**config.mk**
```make
export PLATFORM = sky130hd
export DESIGN_NAME = i2c_line_conditioner
export DESIGN_NICKNAME = d
export VERILOG_FILES = /design/src/rtl/i2c_line_conditioner.sv
export SDC_FILE = /design/constraint.sdc
export NUM_CORES = 1
export LEC_CHECK = 0
export ABC_AREA = 0
export CAP_MARGIN = 10
export CORE_MARGIN = 2
export CORE_UTILIZATION = 28
export DETAILED_ROUTE_END_ITERATION = 8
export MAX_ROUTING_LAYER = met4
export PLACE_DENSITY = 0.45
export SLEW_MARGIN = 20
export SYNTH_ARGS = -nofsm -noshare
export SYNTH_HDL_FRONTEND = slang
export SYNTH_SLANG_ARGS = --single-unit
```
**constraint.sdc**
```tcl
create_clock -name clk -period 2.4 [get_ports clk]
set_clock_uncertainty 0.2 [all_clocks]
set_input_delay 0.48 -clock clk [delete_from_list [all_inputs] [get_ports clk]]
set_output_delay 0.48 -clock clk [all_outputs]
set_load 0.005 [all_outputs]
```
**src/rtl/i2c_line_conditioner.sv**
```systemverilog
// SCL/SDA front end: synchronise, glitch-filter, and derive bus events
// (edges, START/STOP, busy) plus an SCL-held-low watchdog.
module i2c_line_conditioner #(
    parameter int          SYNC_STAGES  = 2,
    parameter int          FILTER_LEN   = 3,
    parameter logic [23:0] STUCK_CYCLES = 24'd1_000_000
) (
    input  logic clk,
    input  logic reset,
    input  logic scl_i,
    input  logic sda_i,
    output logic scl_f,
    output logic sda_f,
    output logic scl_rise,
    output logic scl_fall,
    output logic start_det,
    output logic stop_det,
    output logic bus_busy,
    output logic scl_stuck
);

    localparam int CW = (FILTER_LEN > 1) ? $clog2(FILTER_LEN) : 1;
    localparam logic [CW-1:0] FILT_LAST = CW'(FILTER_LEN - 1);

    // Index 1 carries SCL, index 0 carries SDA throughout.
    logic [1:0]             pins;
    logic [SYNC_STAGES-1:0] sync_q [2];
    logic [1:0]             sync_out;
    logic [CW-1:0]          cnt_q [2];
    logic [CW-1:0]          cnt_d [2];
    logic [1:0]             filt_q;
    logic [1:0]             filt_d;

    logic [23:0] stuck_cnt_q;
    logic [23:0] stuck_cnt_d;
    logic        stuck_d;

    logic rise_d;
    logic fall_d;
    logic scl_hold;
    logic start_d;
    logic stop_d;
    logic busy_d;

    assign pins  = {scl_i, sda_i};
    assign scl_f = filt_q[1];
    assign sda_f = filt_q[0];

    always_comb begin
        sync_out = '0;
        filt_d   = filt_q;
        for (int i = 0; i < 2; i++) begin
            sync_out[i] = sync_q[i][SYNC_STAGES-1];
            cnt_d[i]    = '0;
            if (sync_out[i] != filt_q[i]) begin
                if (cnt_q[i] == FILT_LAST) begin
                    filt_d[i] = sync_out[i];
                end else begin
                    cnt_d[i] = cnt_q[i] + CW'(1);
                end
            end
        end
    end

    always_comb begin
        stuck_cnt_d = stuck_cnt_q;
        if (filt_d[1]) begin
            stuck_cnt_d = '0;
        end else if (stuck_cnt_q != STUCK_CYCLES) begin
            stuck_cnt_d = stuck_cnt_q + 24'd1;
        end
        stuck_d = (STUCK_CYCLES != 24'd0) && (stuck_cnt_d == STUCK_CYCLES);
    end

    // Strobes are computed from the next filtered levels so they line up
    // with the cycle in which scl_f/sda_f first show the new value.
    always_comb begin
        rise_d   = !filt_q[1] && filt_d[1];
        fall_d   = filt_q[1] && !filt_d[1];
        scl_hold = filt_q[1] && filt_d[1];
        start_d  = scl_hold && filt_q[0] && !filt_d[0];
        stop_d   = scl_hold && !filt_q[0] && filt_d[0];
        busy_d   = bus_busy;
        if (start_d) begin
            busy_d = 1'b1;
        end else if (stop_d || (stuck_d && !scl_stuck)) begin
            busy_d = 1'b0;
        end
    end

    always_ff @(posedge clk) begin
        if (reset) begin
            for (int i = 0; i < 2; i++) begin
                sync_q[i] <= '1;
                cnt_q[i]  <= '0;
            end
            filt_q      <= 2'b11;
            stuck_cnt_q <= '0;
            scl_stuck   <= 1'b0;
            scl_rise    <= 1'b0;
            scl_fall    <= 1'b0;
            start_det   <= 1'b0;
            stop_det    <= 1'b0;
            bus_busy    <= 1'b0;
        end else begin
            for (int i = 0; i < 2; i++) begin
                sync_q[i] <= {sync_q[i][SYNC_STAGES-2:0], pins[i]};
                cnt_q[i]  <= cnt_d[i];
            end
            filt_q      <= filt_d;
            stuck_cnt_q <= stuck_cnt_d;
            scl_stuck   <= stuck_d;
            scl_rise    <= rise_d;
            scl_fall    <= fall_d;
            start_det   <= start_d;
            stop_det    <= stop_d;
            bus_busy    <= busy_d;
        end
    end

endmodule

```
-- After elaboration in Yosys (flattened, before gate mapping)
Memory sizes are Yosys's and may differ from the RTL's.
Cells that the tools add are included.
- bits in writable memories: 8
- memory bits (read-only): 0
- memories: 2
- output and inout bits: 8
- register bits: 32
- word-level logic and storage cells: 57
- input bits: 4
- bits in latches: 0
- memory list (name ; words ; width ; rd ports ; clocked after Yosys merged registers in ; write ports ; line ; source):
    cnt_q ; 2 ; 2 ; 2 ; 0 ; 2 ; 29 ; logic [CW-1:0] cnt_q [2];
    sync_q ; 2 ; 2 ; 2 ; 0 ; 2 ; 27 ; logic [SYNC_STAGES-1:0] sync_q [2];
- muxes and demuxes: 19
- div/mod/pow operators: 0
- reduce and logical (&&, ||, !) cells: 15
- shifts and indexed selects: 0
- $mul: 0
- $lt $le $gt $ge: 0
- bitwise operators: 4
- equality and inequality tests: 6
- add/sub/neg operators: 3
- operators by type and width (cell ; number):
    24-bit two-way mux ; 2
    24-bit by 1-bit adder with 24-bit output, second input constant ; 1
    24-bit by 20-bit equality test with 1-bit output, second input constant ; 1
    24-bit by 20-bit inequality test with 1-bit output, second input constant ; 1
    2-bit two-way mux ; 8
    1-bit two-way mux ; 9
    1-bit logical AND ; 8
    1-bit logical NOT ; 5
    2-bit by 1-bit adder with 2-bit output, second input constant ; 2
    2-bit equality test, second input constant ; 2
    1-bit bitwise OR ; 4
    1-bit inequality test ; 2
    2-bit nonzero test ; 1
    1-bit logical OR ; 1

-- Depth between registers and ports, before layout
Gate-level depths: netlist of the first run.
- word-level depth: 9
- gate-level depth with buffers: 9
- gate-level depth less buffers: 9

-- Worst setup path before layout of the first run
No wires, ideal clock.
- path type: register to register
- start: reg stuck_cnt_q[0]
- end: reg bus_busy
- data arrival time: 1.894 ns
- stages on the path, launching flop included: 10
- required time: 2.079 ns
- path slack: 0.185 ns
- period minus slack after synthesis: 2.215 ns
- cells stage by stage: dfxtp_1 -> ha_1 -> buf_2 -> and4_4 -> nand3_4 -> a2111oi_0 -> a31o_1 -> a31oi_1 -> nor4_1 -> o21bai_1
- cells in the longest elaborated chain, start to end: 7
- elaborated cells on any way between the ends: 8
- those cells by class: 1 x add/sub; 2 x eq/ne; 2 x mux; 3 x reduce/logical
- RTL lines (item ; line ; source):
    from (decl) ; 34 ; logic [23:0] stuck_cnt_q;
    from (signal assigned) ; 111 ; stuck_cnt_q <= stuck_cnt_d;
    24-bit by 1-bit adder with 24-bit output / 24-bit by 20-bit inequality test with 1-bit output (equally long branches) ; 70, 69 ;
    24-bit two-way mux (*) ; 69 ; end else if (stuck_cnt_q != STUCK_CYCLES) begin
    24-bit two-way mux (*) ; 67 ; if (filt_d[1]) begin
    24-bit by 20-bit equality test with 1-bit output (*) ; 72 ; stuck_d = (STUCK_CYCLES != 24'd0) && (stuck_cnt_d == STUCK_CYCLES);
    1-bit logical AND (*) ; 86 ; end else if (stop_d || (stuck_d && !scl_stuck)) begin
    1-bit logical OR (*) ; 86 ;
    2-bit nonzero test (no line) (*) ; -- ;
    to (signal assigned) ; 117 ; bus_busy <= busy_d;
    to (decl) ; 18 ; output logic bus_busy,
Every way passes the cells marked *; elsewhere a longest branch is shown, timed or not.
A chain may end at the register's enable or synchronous reset.

-- Worst setup path in the final report of the first run
- start: reg stuck_cnt_q[1]
- end: reg bus_busy
The elaborated chain is that of the path after synthesis.

==> impl_metrics.json, run 1 <==
{
  "vdd_ir_drop_max_uv": 235,
  "cts_tree": "yes",
  "power_density_nw_per_um2": 496,
  "pin_count": 12,
  "grt_pass1_vias": 1549,
  "htreeDepth": 2,
  "gp_congestion": 0.822,
  "antenna_found_initial": 0,
  "die_area_um2": 7780,
  "reg2reg_from": "stuck_cnt_q[1]",
  "path_max_fanout": 4,
  "arrival_ns": 2.24,
  "drc_errors": 0,
  "cts_buffer_depth": 2,
  "p_leak_nw": 0.901,
  "dp_hpwl_mm": 3.37,
  "drtIter0Drc": 56,
  "multi_input_area_um2": 1160,
  "grt.overflow.total": 0,
  "io_buffers": 11,
  "start_kind": "register",
  "slowest_delay_ns": 0.34,
  "rsz0062_at_grt": "yes",
  "yosys.area.top_type": "dfxtp_1",
  "synth_area_leaders": "dfxtp_1 (40%), xor2_1 (7.1%), nor2_1 (6.2%)",
  "cts_buffers": 5,
  "synthArstFlopShare_pct": 0,
  "cts_hold_buf": 0,
  "drive_above_1_share_pct": 26.2,
  "ys_top_cells_by_count": "dfxtp_1 (40), nor2_1 (33), xor2_1 (16)",
  "cp-startpoint": "stuck_cnt_q[1]",
  "nFillCells": 744,
  "crit_required_ns": 2.39,
  "worstSkewPairLatency_ns": 0.30,
  "worstSetupPathType": "register to register",
  "synth_area_um2": 1980,
  "yosysSeqAreaShare_pct": 40.4,
  "syn_area_per_cell_um2": 8.82,
  "grt_pass1_wl_mm": 7.53,
  "min_period_over_period_pct": 93.6,
  "maxSlewViolCount": 0,
  "regArea_um2": 808,
  "rows": 30,
  "maxSlewHeadroom_pct": 74.0,
  "antenna_cells": 0,
  "whs_ns": 0.212,
  "period_needed_ns": 2.25,
  "ys.flop_type": "dfxtp_1",
  "nets": 267,
  "synth_top_area_share_pct": 40.4,
  "cts_root_buffer": "clkbuf_8",
  "die_x_um": 88.2,
  "synth-edff-count": 0,
  "core_um2": 6830,
  "layout-area-overhead-vs-synth_pct": 27.9,
  "cts.clk_slew.worst_paths_ns": 0.08,
  "tns_ns": 0,
  "path_cells": "buf_4 -> and3_2 -> or3_1 -> a221oi_2 -> and4_1 -> nand4_1 -> nor4_2 -> o21bai_1",
  "reg2reg_slack_ns": 0.15,
  "grt_start_max_net_pins": 15,
  "vias_per_cell": 4.52,
  "crit_slowest_cell": "dfxtp_1",
  "ys_seq_elements": 40,
  "route.vias.total": 1610,
  "dieHeight_um": 88.2,
  "max_cap_viol_count": 0,
  "grt_usage_pct": 13.2,
  "start_util_pct": 29.0,
  "setup_violations": 0,
  "post_cts_buffers": 0,
  "end_kind": "register",
  "wire_per_inst_um": 12.3,
  "yosysWarnings": 0,
  "hold_class": "register to register",
  "worst_pin_slew_ns": 0.385,
  "run_status": "finished clean",
  "cts.sinks": 40,
  "final_antenna_net_count": 0,
  "holdCritStartpoint": "cnt_q[0][2]",
  "max_freq_mhz": 445,
  "route.final.wire_length_mm": 4.37,
  "synthDistinctLibCells": 47,
  "syn_nets": 233,
  "hold_viol": 0,
  "yosysMostFrequentCell": "dfxtp_1",
  "synthCells": 225,
  "dr.pass1.iters": 4
}
-- area by class of cell --
type / count / share of cell area, %
Clock inverter: 3 / 1.82
Clock buffer: 5 / 2.71
Sequential cell: 40 / 31.9
Timing Repair Buffer: 38 / 12.3
Inverter: 6 / 0.888
Tap cell: 96 / 4.73
Multi-Input combinational cell: 168 / 45.7
-- through the flow --
step / std cells / area, um^2 / worst slack, ns / util, % / total power, mW
after detailed placement: 348 / 2370 / 0.0413 / 34.7 / 0.702
after global routing: 356 / 2540 / -0.0473 / 37.1 / 1.32
after floorplan: 225 / 1980 / 0.185 / - / 0.693
final: 356 / 2540 / 0.152 / 37.1 / 1.26
after global placement: 348 / 2370 / 0.0597 / 34.7 / 0.702
after CTS: 356 / 2480 / 0.0213 / 36.3 / 1.29
-- routing by layer --
layer | global-route usage (%) | share of wire (%)
met1 | 17.5 | 51
met2 | 19.2 | 45
met3 | 3.39 | 2.3
met4 | 4.96 | 1.8
met5 | - | 0
-- placed cells by master, fill, tap and decap left out, types with 3 or more instances in the layout --
| cell | Yosys | layout |
|---|---|---|
| nor3_1 | 6 | 5 |
| nand3_1 | 8 | 8 |
| and4_4 | 3 | 3 |
| buf_4 | 0 | 27 |
| clkdlybuf4s50_1 | 0 | 11 |
| nand2b_1 | 4 | 4 |
| xor2_1 | 16 | 16 |
| nor4b_1 | 4 | 4 |
| dfxtp_2 | 0 | 6 |
| xnor2_1 | 11 | 11 |
| nand2_1 | 15 | 15 |
| clkbuf_8 | 0 | 5 |
| nor2_1 | 33 | 31 |
| or2_2 | 6 | 6 |
| inv_1 | 6 | 6 |
| dfxtp_1 | 40 | 34 |
| o21ai_0 | 5 | 5 |
| nor2b_1 | 5 | 5 |
| nand4_1 | 9 | 9 |
-- flip-flops by register name (all words and copies together) (netlist names) --
| signal | cells |
|---|---|
| cnt_q | 4 |
| sync_q | 4 |
| bus_busy | 1 |
| stop_det | 1 |
| stuck_cnt_q | 24 |
| filt_q | 2 |
| scl_rise | 1 |
| scl_stuck | 1 |
| scl_fall | 1 |
| start_det | 1 |
-- path summary, 6_finish.rpt --
| kind | cells after the start | end |
|---|---|---|
| min reg2reg | 1 | cnt_q[0][2] |
| max | 8 | bus_busy |
| max reg2reg | 8 | bus_busy |
| min | 1 | cnt_q[0][2] |
-- worst max-delay path, delay by kind of cell (launching register included) --
family / cells / cell delay, ns
flip-flops: 1 / 0.34
AO/OA/AOI/OAI: 2 / 0.31
AND/OR/NAND/NOR: 5 / 1.12
buffers and inverters: 1 / 0.15
-- power by group --
group	switching [mW]	leakage [nW]	internal, mW
sequential	0.00237	0.326	0.667
clock	0.258	0.0548	0.313
combinational	0.00646	0.519	0.0101
total	0.267	0.901	0.991
-- cell families after synthesis --
| group | count (synthesis) | share of synthesized area (%) |
|---|---|---|
| mux | 4 | 2.08 |
| xor+xnor | 27 | 11.9 |
| fa+ha+maj | 4 | 2.52 |
| buf+inv | 17 | 3.66 |
| simple gates | 113 | 32.3 |
| compound gates | 20 | 7.13 |
| flops | 40 | 40.4 |
-- what timing repair did --
item                       CTS  global route
hold endpoints to repair     0             0
resized for setup            0            17
setup endpoints to repair    0             2
Power figures use the tool's default switching activity.
==> inputs of run 2 (changes only) <==
--- a/config.mk
+++ b/config.mk
@@ -7,6 +7,7 @@
 export LEC_CHECK = 0
 export ABC_AREA = 0
 export CAP_MARGIN = 10
+export CORE_ASPECT_RATIO = 0.75
 export CORE_MARGIN = 2
 export CORE_UTILIZATION = 28
 export DETAILED_ROUTE_END_ITERATION = 8
==> run 2 against run 1 <==
  * Maximum frequency shrank 0.80%
  * Clock power shrank 2%
  * Non-clock buffer count grew 3
==> impl_metrics.json, run 2 (synthesis gave the netlist of run 1 again) <==
{
  "run_status": "finished clean",
  "power.total_mw": 1.24,
  "grt.overflow.total": 0,
  "crit_required_ns": 2.38,
  "worstSetupPathType": "register to register",
  "vias_per_cell": 4.74,
  "power_density_nw_per_um2": 496,
  "top_register": "stuck_cnt_q",
  "cts.sinks": 40,
  "drtIter0Drc": 84,
  "max_cap_viol_count": 0,
  "cts_buffers": 5,
  "vdd_ir_drop_max_uv": 196,
  "gp_congestion": 0.840,
  "dpl_cell_area_um2": 2370,
  "largestRegisters": "stuck_cnt_q (24), cnt_q (4), sync_q (4)",
  "crit_slowest_cell": "or3_1",
  "grt_pass1_wl_mm": 8.12,
  "rows": 26,
  "drive_above_1_share_pct": 23.2,
  "worst_pin_slew_ns": 0.370,
  "grt_usage_pct": 13.8,
  "post_cts_buffers": 0,
  "dieHeight_um": 76.9,
  "start_kind": "register",
  "core_um2": 6830,
  "maxSlewViolCount": 0,
  "hold_class": "register to register",
  "antenna_found_initial": 0,
  "die_x_um": 101,
  "maxSlewHeadroom_pct": 75.0,
  "cts.clk_slew.worst_paths_ns": 0.08,
  "fin_cells": 347,
  "cts_buffer_depth": 2,
  "holdCritStartpoint": "cnt_q[0][2]",
  "layout_commonest_cell": "dfxtp_1",
  "dr.pass1.iters": 4,
  "antenna_cells": 0,
  "final_cell_mix": "dfxtp_1 (38), nor2_1 (33), buf_4 (30)",
  "min_period_over_period_pct": 94.4,
  "route.final.wire_length_mm": 4.56,
  "dp_hpwl_mm": 3.40,
  "nFillCells": 720,
  "grt_pass1_vias": 1590,
  "hold_viol": 0,
  "cts_root_buffer": "clkbuf_8",
  "arrival_ns": 2.25,
  "cts_hold_buf": 0,
  "cp-startpoint": "stuck_cnt_q[0]",
  "layout-area-overhead-vs-synth_pct": 26.4,
  "dp.cells": 339,
  "max_freq_mhz": 441,
  "period_needed_ns": 2.27,
  "rsz0062_at_grt": "no",
  "start_util_pct": 29.0,
  "final_antenna_net_count": 0,
  "path_max_fanout": 5,
  "setup_violations": 0,
  "wire_per_inst_um": 13.1,
  "stdcell_area_um2": 2510,
  "path_buf_inv": 1,
  "die_area_um2": 7780,
  "crit_family": "simple AND/OR/NAND/NOR gates",
  "reg2reg_from": "stuck_cnt_q[0]",
  "cts_tree": "yes",
  "htreeDepth": 2,
  "drc_errors": 0,
  "tns_ns": 0,
  "worstSkewPairLatency_ns": 0.29,
  "route.vias.total": 1646,
  "pin_count": 12,
  "nets": 270,
  "final_util_pct": 36.7,
  "p_leak_nw": 0.899,
  "largest_reg_flops": 24,
  "path_cells": "buf_4 -> and3_2 -> or3_1 -> a221oi_2 -> and4_1 -> nand4_1 -> nor4_1 -> o21bai_1",
  "end_kind": "register",
  "grt_start_max_net_pins": 26,
  "io_buffers": 11,
  "slowest_delay_ns": 0.34
}
==> run 2: cell count changes in the layout (fill, tap and decap cells not counted), moves of 2 or more <==
| cell | change |
|---|---|
| nor2_1 | +2 |
| buf_4 | +3 |
| dfxtp_2 | -4 |
| dfxtp_1 | +4 |
| ha_1 | +2 |
| ha_2 | -2 |
| nor2_2 | -2 |
==> run 2: through the flow <==
stage	setup WS [ns]	hold WS [ns]
final	0.134	0.210
after global routing	0.00206	0.237
after CTS	0.0467	0.218
after detailed placement	0.0892	0.205
after global placement	0.0447	0.193
after floorplan	0.185	0.189
==> run 2: final timing paths <==
check / endpoint / slack (ns) / depth (start not counted)
setup / recovery: bus_busy / 0.13 / 8
hold / removal: cnt_q[0][2] / 0.21 / 1
setup reg to reg: bus_busy / 0.13 / 8
hold reg to reg: cnt_q[0][2] / 0.21 / 1
==> run 2: per-layer routing <==
| metal | vias to the layer above | share of wire, % | track usage, % |
|---|---|---|---|
| met5 | - | 0 | - |
| met3 | 5 | 2.7 | 4.10 |
| met4 | 0 | 1.1 | 3.24 |
| li1 | 858 | - | - |
| met2 | 20 | 41 | 18.3 |
| met1 | 763 | 55 | 20.3 |
==> run 2: cell type report <==
cell class	instances	area (um^2)	area share, %
inverters	6	22.5	0.898
clock buffers	5	68.8	2.74
well taps	84	105	4.19
flip-flops and latches	40	803	32.0
clock inverters	3	42.5	1.70
multi-input cells	168	1130	45.1
repair buffers	41	335	13.4
==> run 2: worst register-to-register path: stages (launching register included) <==
cell	delay [ns]
dfxtp_1	0.32
buf_4	0.15
and3_2	0.24
or3_1	0.34
a221oi_2	0.24
and4_1	0.25
nand4_1	0.13
nor4_1	0.21
o21bai_1	0.09
==> run 2: repair_timing <==
item / CTS / global route
resized for setup: 0 / 6
setup endpoints to repair: 0 / 1
endpoints found under the hold margin: 0 / 0
==> run 2: where the power goes <==
group	internal (mW)	leakage, nW	switching, mW
clock	0.308	0.0541	0.251
sequential	0.667	0.324	0.00244
combinational	0.0101	0.520	0.00636
total	0.985	0.899	0.259
